[config.mk]
export PLATFORM = sky130hd
export DESIGN_NAME = cordic_arbiter
export DESIGN_NICKNAME = d
export VERILOG_FILES = /design/src/rtl/cordic_arbiter.sv
export SDC_FILE = /design/constraint.sdc
export NUM_CORES = 1
export LEC_CHECK = 0
export CORE_MARGIN = 2
export CORE_UTILIZATION = 41
export DETAILED_ROUTE_END_ITERATION = 10
export PLACE_DENSITY = 0.82
export SLEW_MARGIN = 20
export SYNTH_ARGS = -nofsm -noshare
export SYNTH_HDL_FRONTEND = slang
export SYNTH_SLANG_ARGS = --single-unit
[constraint.sdc]
create_clock -name clk -period 4 [get_ports clk]
set_input_delay 0.8 -clock clk [delete_from_list [all_inputs] [get_ports clk]]
set_output_delay 0.8 -clock clk [all_outputs]
set_load 0.01 [all_outputs]
[src/rtl/cordic_arbiter.sv]
// Round-robin scheduler sharing one CORDIC rotation core among N_REQ requesters.
// One transaction in flight at a time: grant, clamp, start, wait (with timeout), hold result.
module cordic_arbiter #(
  parameter int WL      = 16,
  parameter int N_REQ   = 4,
  parameter int ID_W    = 2,
  parameter int TIMEOUT = 64,
  parameter int PI_2    = 25736
) (
  input  logic                    clk,
  input  logic                    rst_n,
  input  logic [N_REQ-1:0]        req_valid_i,
  input  logic [N_REQ*WL-1:0]     req_angle_i,
  output logic [N_REQ-1:0]        req_ready_o,
  output logic                    res_valid_o,
  input  logic                    res_ready_i,
  output logic [ID_W-1:0]         res_id_o,
  output logic signed [WL-1:0]    res_cos_o,
  output logic signed [WL-1:0]    res_sin_o,
  output logic                    res_clamped_o,
  output logic                    res_timeout_o,
  output logic                    core_start_o,
  output logic signed [WL-1:0]    core_angle_o,
  input  logic signed [WL-1:0]    core_cos_i,
  input  logic signed [WL-1:0]    core_sin_i,
  input  logic                    core_done_i,
  output logic                    busy_o
);

  localparam int TW = $clog2(TIMEOUT) + 1;

  typedef enum logic [1:0] {
    ST_IDLE  = 2'd0,
    ST_ISSUE = 2'd1,
    ST_WAIT  = 2'd2,
    ST_HOLD  = 2'd3
  } state_e;

  state_e               state_q, state_d;
  logic [ID_W-1:0]      last_grant_q, last_grant_d;
  logic [TW-1:0]        timer_q, timer_d;
  logic [ID_W-1:0]      res_id_q, res_id_d;
  logic signed [WL-1:0] res_cos_q, res_cos_d;
  logic signed [WL-1:0] res_sin_q, res_sin_d;
  logic                 res_clamped_q, res_clamped_d;
  logic                 res_timeout_q, res_timeout_d;
  logic signed [WL-1:0] core_angle_q, core_angle_d;
  logic                 core_start_q, core_start_d;
  logic                 res_valid_q, res_valid_d;
  logic                 busy_q, busy_d;

  logic [ID_W-1:0]      grant_s;
  logic                 found_s;
  logic signed [WL-1:0] sel_angle_s;

  // Saturate an angle into [-PI_2, +PI_2]; MSB of the result flags a clamp.
  function automatic logic [WL:0] clamp_angle(input logic signed [WL-1:0] a);
    logic signed [WL-1:0] pos;
    logic signed [WL-1:0] neg;
    pos = PI_2[WL-1:0];
    neg = -pos;
    if (a > pos) begin
      return {1'b1, pos};
    end else if (a < neg) begin
      return {1'b1, neg};
    end else begin
      return {1'b0, a};
    end
  endfunction

  // Round-robin pick: first valid requester scanning upward from last_grant+1.
  always_comb begin
    int              idx;
    logic [ID_W-1:0] idx_w;
    grant_s = '0;
    found_s = 1'b0;
    idx     = 0;
    idx_w   = '0;
    for (int i = 0; i < N_REQ; i++) begin
      idx = int'(last_grant_q) + 1 + i;
      if (idx >= N_REQ) begin
        idx = idx - N_REQ;
      end else begin
        idx = idx;
      end
      idx_w = idx[ID_W-1:0];
      if (!found_s && req_valid_i[idx_w]) begin
        grant_s = idx_w;
        found_s = 1'b1;
      end else begin
        found_s = found_s;
      end
    end
  end

  assign sel_angle_s = req_angle_i[int'(grant_s)*WL +: WL];

  // Grant is combinational so the requester sees acceptance in the same cycle.
  always_comb begin
    req_ready_o = '0;
    if (rst_n && (state_q == ST_IDLE) && found_s) begin
      req_ready_o[grant_s] = 1'b1;
    end else begin
      req_ready_o = '0;
    end
  end

  // Next-state and datapath updates for the transaction FSM.
  always_comb begin
    state_d       = state_q;
    last_grant_d  = last_grant_q;
    timer_d       = timer_q;
    res_id_d      = res_id_q;
    res_cos_d     = res_cos_q;
    res_sin_d     = res_sin_q;
    res_clamped_d = res_clamped_q;
    res_timeout_d = res_timeout_q;
    core_angle_d  = core_angle_q;
    case (state_q)
      ST_IDLE: begin
        if (found_s) begin
          res_id_d                      = grant_s;
          last_grant_d                  = grant_s;
          {res_clamped_d, core_angle_d} = clamp_angle(sel_angle_s);
          state_d                       = ST_ISSUE;
        end else begin
          state_d = ST_IDLE;
        end
      end
      ST_ISSUE: begin
        timer_d = '0;
        state_d = ST_WAIT;
      end
      ST_WAIT: begin
        timer_d = timer_q + TW'(1);
        // A done arriving on the final timer cycle still delivers real data.
        if (core_done_i) begin
          res_cos_d     = core_cos_i;
          res_sin_d     = core_sin_i;
          res_timeout_d = 1'b0;
          state_d       = ST_HOLD;
        end else if (timer_q == TW'(TIMEOUT - 1)) begin
          res_cos_d     = '0;
          res_sin_d     = '0;
          res_timeout_d = 1'b1;
          state_d       = ST_HOLD;
        end else begin
          state_d = ST_WAIT;
        end
      end
      ST_HOLD: begin
        if (res_ready_i) begin
          state_d = ST_IDLE;
        end else begin
          state_d = ST_HOLD;
        end
      end
      default: begin
        state_d = ST_IDLE;
      end
    endcase
  end

  // Status flags are registered off the next state so they are glitch-free.
  always_comb begin
    core_start_d = (state_d == ST_ISSUE);
    res_valid_d  = (state_d == ST_HOLD);
    busy_d       = (state_d != ST_IDLE);
  end

  // State and result registers.
  always_ff @(posedge clk or negedge rst_n) begin
    if (!rst_n) begin
      state_q       <= ST_IDLE;
      last_grant_q  <= ID_W'(N_REQ - 1);
      timer_q       <= '0;
      res_id_q      <= '0;
      res_cos_q     <= '0;
      res_sin_q     <= '0;
      res_clamped_q <= 1'b0;
      res_timeout_q <= 1'b0;
      core_angle_q  <= '0;
      core_start_q  <= 1'b0;
      res_valid_q   <= 1'b0;
      busy_q        <= 1'b0;
    end else begin
      state_q       <= state_d;
      last_grant_q  <= last_grant_d;
      timer_q       <= timer_d;
      res_id_q      <= res_id_d;
      res_cos_q     <= res_cos_d;
      res_sin_q     <= res_sin_d;
      res_clamped_q <= res_clamped_d;
      res_timeout_q <= res_timeout_d;
      core_angle_q  <= core_angle_d;
      core_start_q  <= core_start_d;
      res_valid_q   <= res_valid_d;
      busy_q        <= busy_d;
    end
  end

  assign res_valid_o   = res_valid_q;
  assign res_id_o      = res_id_q;
  assign res_cos_o     = res_cos_q;
  assign res_sin_o     = res_sin_q;
  assign res_clamped_o = res_clamped_q;
  assign res_timeout_o = res_timeout_q;
  assign core_start_o  = core_start_q;
  assign core_angle_o  = core_angle_q;
  assign busy_o        = busy_q;

endmodule

==> flow_summary_export.csv <==
group,metric,value,unit
yosys,synth.cell_area,3392,sq um
drt,drt_pass1_iterations,4,
clocking,htree_levels,3,
yosys,synth_nets,398,
yosys,netlist_top_cells_count,"64 x dfrtp_1, 32 x a22o_1, 19 x nand2_1, 19 x nor2_1, 15 x a21oi_1",
die,dieWidth,94.96,um
pwr,p_total,3.911,mW
yosys,async_reset_ff_share,100.0,%
worst_setup_path,worstRegToRegCells,14,
worst_setup_path,cp.arrival,3.07,ns
placement,portBuffers,162,
die,dieHeight,94.96,um
pwr,p_leak,2.383,nW
layout,nFillCells,614,
yosys,yosys.area.top_type,"dfrtp_1",
sta,fin_crit,3.871,ns
global_routing,grt_remaining_overflow,0,
clocking,root_buffer,"clkbuf_8",
placement,postPlaceCellArea,5251,sq um
worst_setup_path,crit_type,"in2out",
clocking,cts_made_buffers,9,
global_routing,track_usage,22.59,%
die,initial_utilization,41.70,%
die,pin_count,163,
die,die_area,9016,sq um
yosys,synth.most_common_cell,"dfrtp_1",
yosys,yosysWarnings,0,
worst_setup_path,start_kind,"primary input",
clocking,cts_tree,"yes",
drt,vias_per_cell,5.414,
global_routing,grt_start_max_net_pins,61,
yosys,synth_ff_type,"dfrtp_1",
sta,setup_viol,0,
yosys,synthTopCellsByArea,"dfrtp_1 47%, a22o_1 8.3%, mux4_1 5.4%",
sta,tightest_slew,0.7277,ns
layout,num-nets-final,584,
worst_setup_path,crit_required,3.20,ns
yosys,synth.avg_cell_area,11.78,sq um
placement,place_congestion,0.8444,
drt,vias,3162,
sta,relSlewSlack,51.49,%
layout,diodes,0,
yosys,netlist_instances,288,
pwr,p_per_area,710.3,nW/um^2
yosys,synth_top_area_share,47.22,%
drt,routedWlPerCell,17.46,um
yosys,synth_edf_count,0,
global_routing,antenna_found_initial,0,
sta,worst_clock_skew,0.01111,ns
drt,ant_nets,0,
layout,utilization,67.70,%
min_path,hold_class,"in2async",
layout,stdcell_area,5507,sq um
placement,dp_hpwl,7911,um
sta,tns,0,ns
yosys,seq_area_frac_synth,48.76,%
yosys,synth_seq_cells,66,
drt,drc,0,
worst_setup_path,worst_setup_path_end_kind,"primary output",
layout,area_growth,62.34,%
clocking,numClockSinks,66,
sta,slew_viol_final,0,
clocking,hold_buffers,0,
drt,first_iter_violations,78,
clocking,clk_path_buf_depth,2,
global_routing,grt_pass1_wl,15590,um
run_status,run_status,"finished, final reports clean",
sta,timing.fmax,258.4,MHz
clocking,insertion_delay,0.34,ns
worst_setup_path,critPathMaxFanout,16,
clocking,clk_pin_slew_worst_paths,0.07,ns
global_routing,grt_pass1_vias,3217,
yosys,ys_types,52,
sta,min_period_over_period,96.77,%
pwr,vdd_drop_max,402.6,uV
drt,totalWireLength,10200,um
flow_run,cap_viol_max_count,0,
die,rows,33,
layout,drive_gt1_share,15.03,%
sta,whs,0.3066,ns
sta,hold_viol,0,
die,core,8134,sq um
[critical path, cell delays in order]
cell and delay [ns]:
clkdlybuf4s50_1 0.57, nand2b_2 0.11, a311oi_4 0.31, buf_4 0.17, buf_6 0.13, buf_6 0.21
nor3b_1 0.20, clkdlybuf4s50_1 0.57
[power by group]
| group | internal, mW | leakage (nW) | switching, mW |
|---|---|---|---|
| sequential | 0.956 | 0.812 | 0.179 |
| clock | 0.353 | 0.107 | 0.263 |
| combinational | 1.17 | 1.46 | 0.987 |
| total | 2.48 | 2.38 | 1.43 |
[metal layers]
layer | share of wire [%] | GRT usage, % | vias up | wire, um
met4 | 2.9 | 9.058 | 0 | 295
met3 | 5.5 | 4.948 | 26 | 565
li1 | - | - | 1465 | -
met2 | 53 | 40.90 | 116 | 5399
met5 | 0 | 0 | - | 0
met1 | 39 | 25.76 | 1555 | 3935
[metrics by stage]
stage / setup WS, ns / std cells
2_1_floorplan: 0.1895 / 288
3_3_place_gp: -0.1070 / 565
3_5_place_dp: -0.2825 / 565
4_1_cts: 0.04691 / 581
5_1_grt: -0.01453 / 584
6_report: 0.1294 / 584
[area by class of cell]
type | count | area [sq um] | area share (%)
clock inverter | 6 | 90.09 | 1.636
sequential | 66 | 1654 | 30.04
multi-input combinational | 195 | 1613 | 29.29
timing repair buffer | 192 | 1853 | 33.65
clock buffer | 10 | 127.6 | 2.318
inverter | 10 | 37.54 | 0.6817
tap | 105 | 131.4 | 2.386
[kinds of logic after synthesis]
| logic type | synth area share [%] |
|---|---|
| compound gates | 19.22 |
| simple gates | 12.39 |
| flops | 48.76 |
| buf+inv | 4.094 |
| mux | 13.06 |
| fa+ha+maj | 2.213 |
| xor+xnor | 0.2583 |
[layout by cell type (no fill, tap or decap), types with 2 or more instances in the layout]
| cell type | instances |
|---|---|
| clkdlybuf4s50_1 | 161 |
| dfrtp_1 | 64 |
| a22o_1 | 32 |
| buf_4 | 27 |
| nand2_1 | 19 |
| nor2_1 | 18 |
| a21oi_1 | 15 |
| mux2i_1 | 13 |
| inv_1 | 10 |
| o21ai_1 | 9 |
| o22ai_1 | 9 |
| clkbuf_8 | 9 |
| mux4_1 | 6 |
| o21ai_0 | 6 |
| ha_1 | 6 |
| nor3_1 | 5 |
| mux4_2 | 5 |
| nand2b_1 | 4 |
| nor2b_1 | 4 |
| a22oi_1 | 4 |
| nand3_1 | 3 |
| a2bb2oi_1 | 3 |
| buf_6 | 3 |
| nand2b_2 | 2 |
| mux2i_2 | 2 |
| nor3b_1 | 2 |
| nand3_2 | 2 |
| nand4_1 | 2 |
| bufinv_16 | 2 |
| dfstp_2 | 2 |
[flip-flops by register name, summed over array words and instances, names as in the netlist]
| signal | count |
|---|---|
| core_angle_o | 16 |
| res_cos_o | 16 |
| res_sin_o | 16 |
| timer_q | 7 |
| last_grant_q | 2 |
| res_id_o | 2 |
| state_q | 2 |
| busy_o | 1 |
| core_start_o | 1 |
| res_clamped_o | 1 |
| res_timeout_o | 1 |
| res_valid_o | 1 |
[worst paths after layout]
check | start | endpoint | slack [ns]
worst max-delay path | req_valid_i[3] | req_ready_o[3] | 0.13
max in group asynchronous | rst_n | core_angle_o[13]$_DFFE_PN0P_ | 2.71
worst min register to register | res_id_o[1]$_DFFE_PN0P_ | res_id_o[1]$_DFFE_PN0P_ | 0.49
worst min-delay path | rst_n | core_angle_o[8]$_DFFE_PN0P_ | 0.31
worst max register to register | last_grant_q[0]$_DFFE_PN1P_ | core_angle_o[7]$_DFFE_PN0P_ | 0.55
min in group clk | res_id_o[1]$_DFFE_PN0P_ | res_id_o[1]$_DFFE_PN0P_ | 0.49
[repair_timing]
item,4_1_cts,5_1_grt
setup endpoints to repair,1,17
buffers inserted,0,3
pin swaps,0,2
resized for setup,1,5
Note: power is estimated with default switching activity, not from simulation.
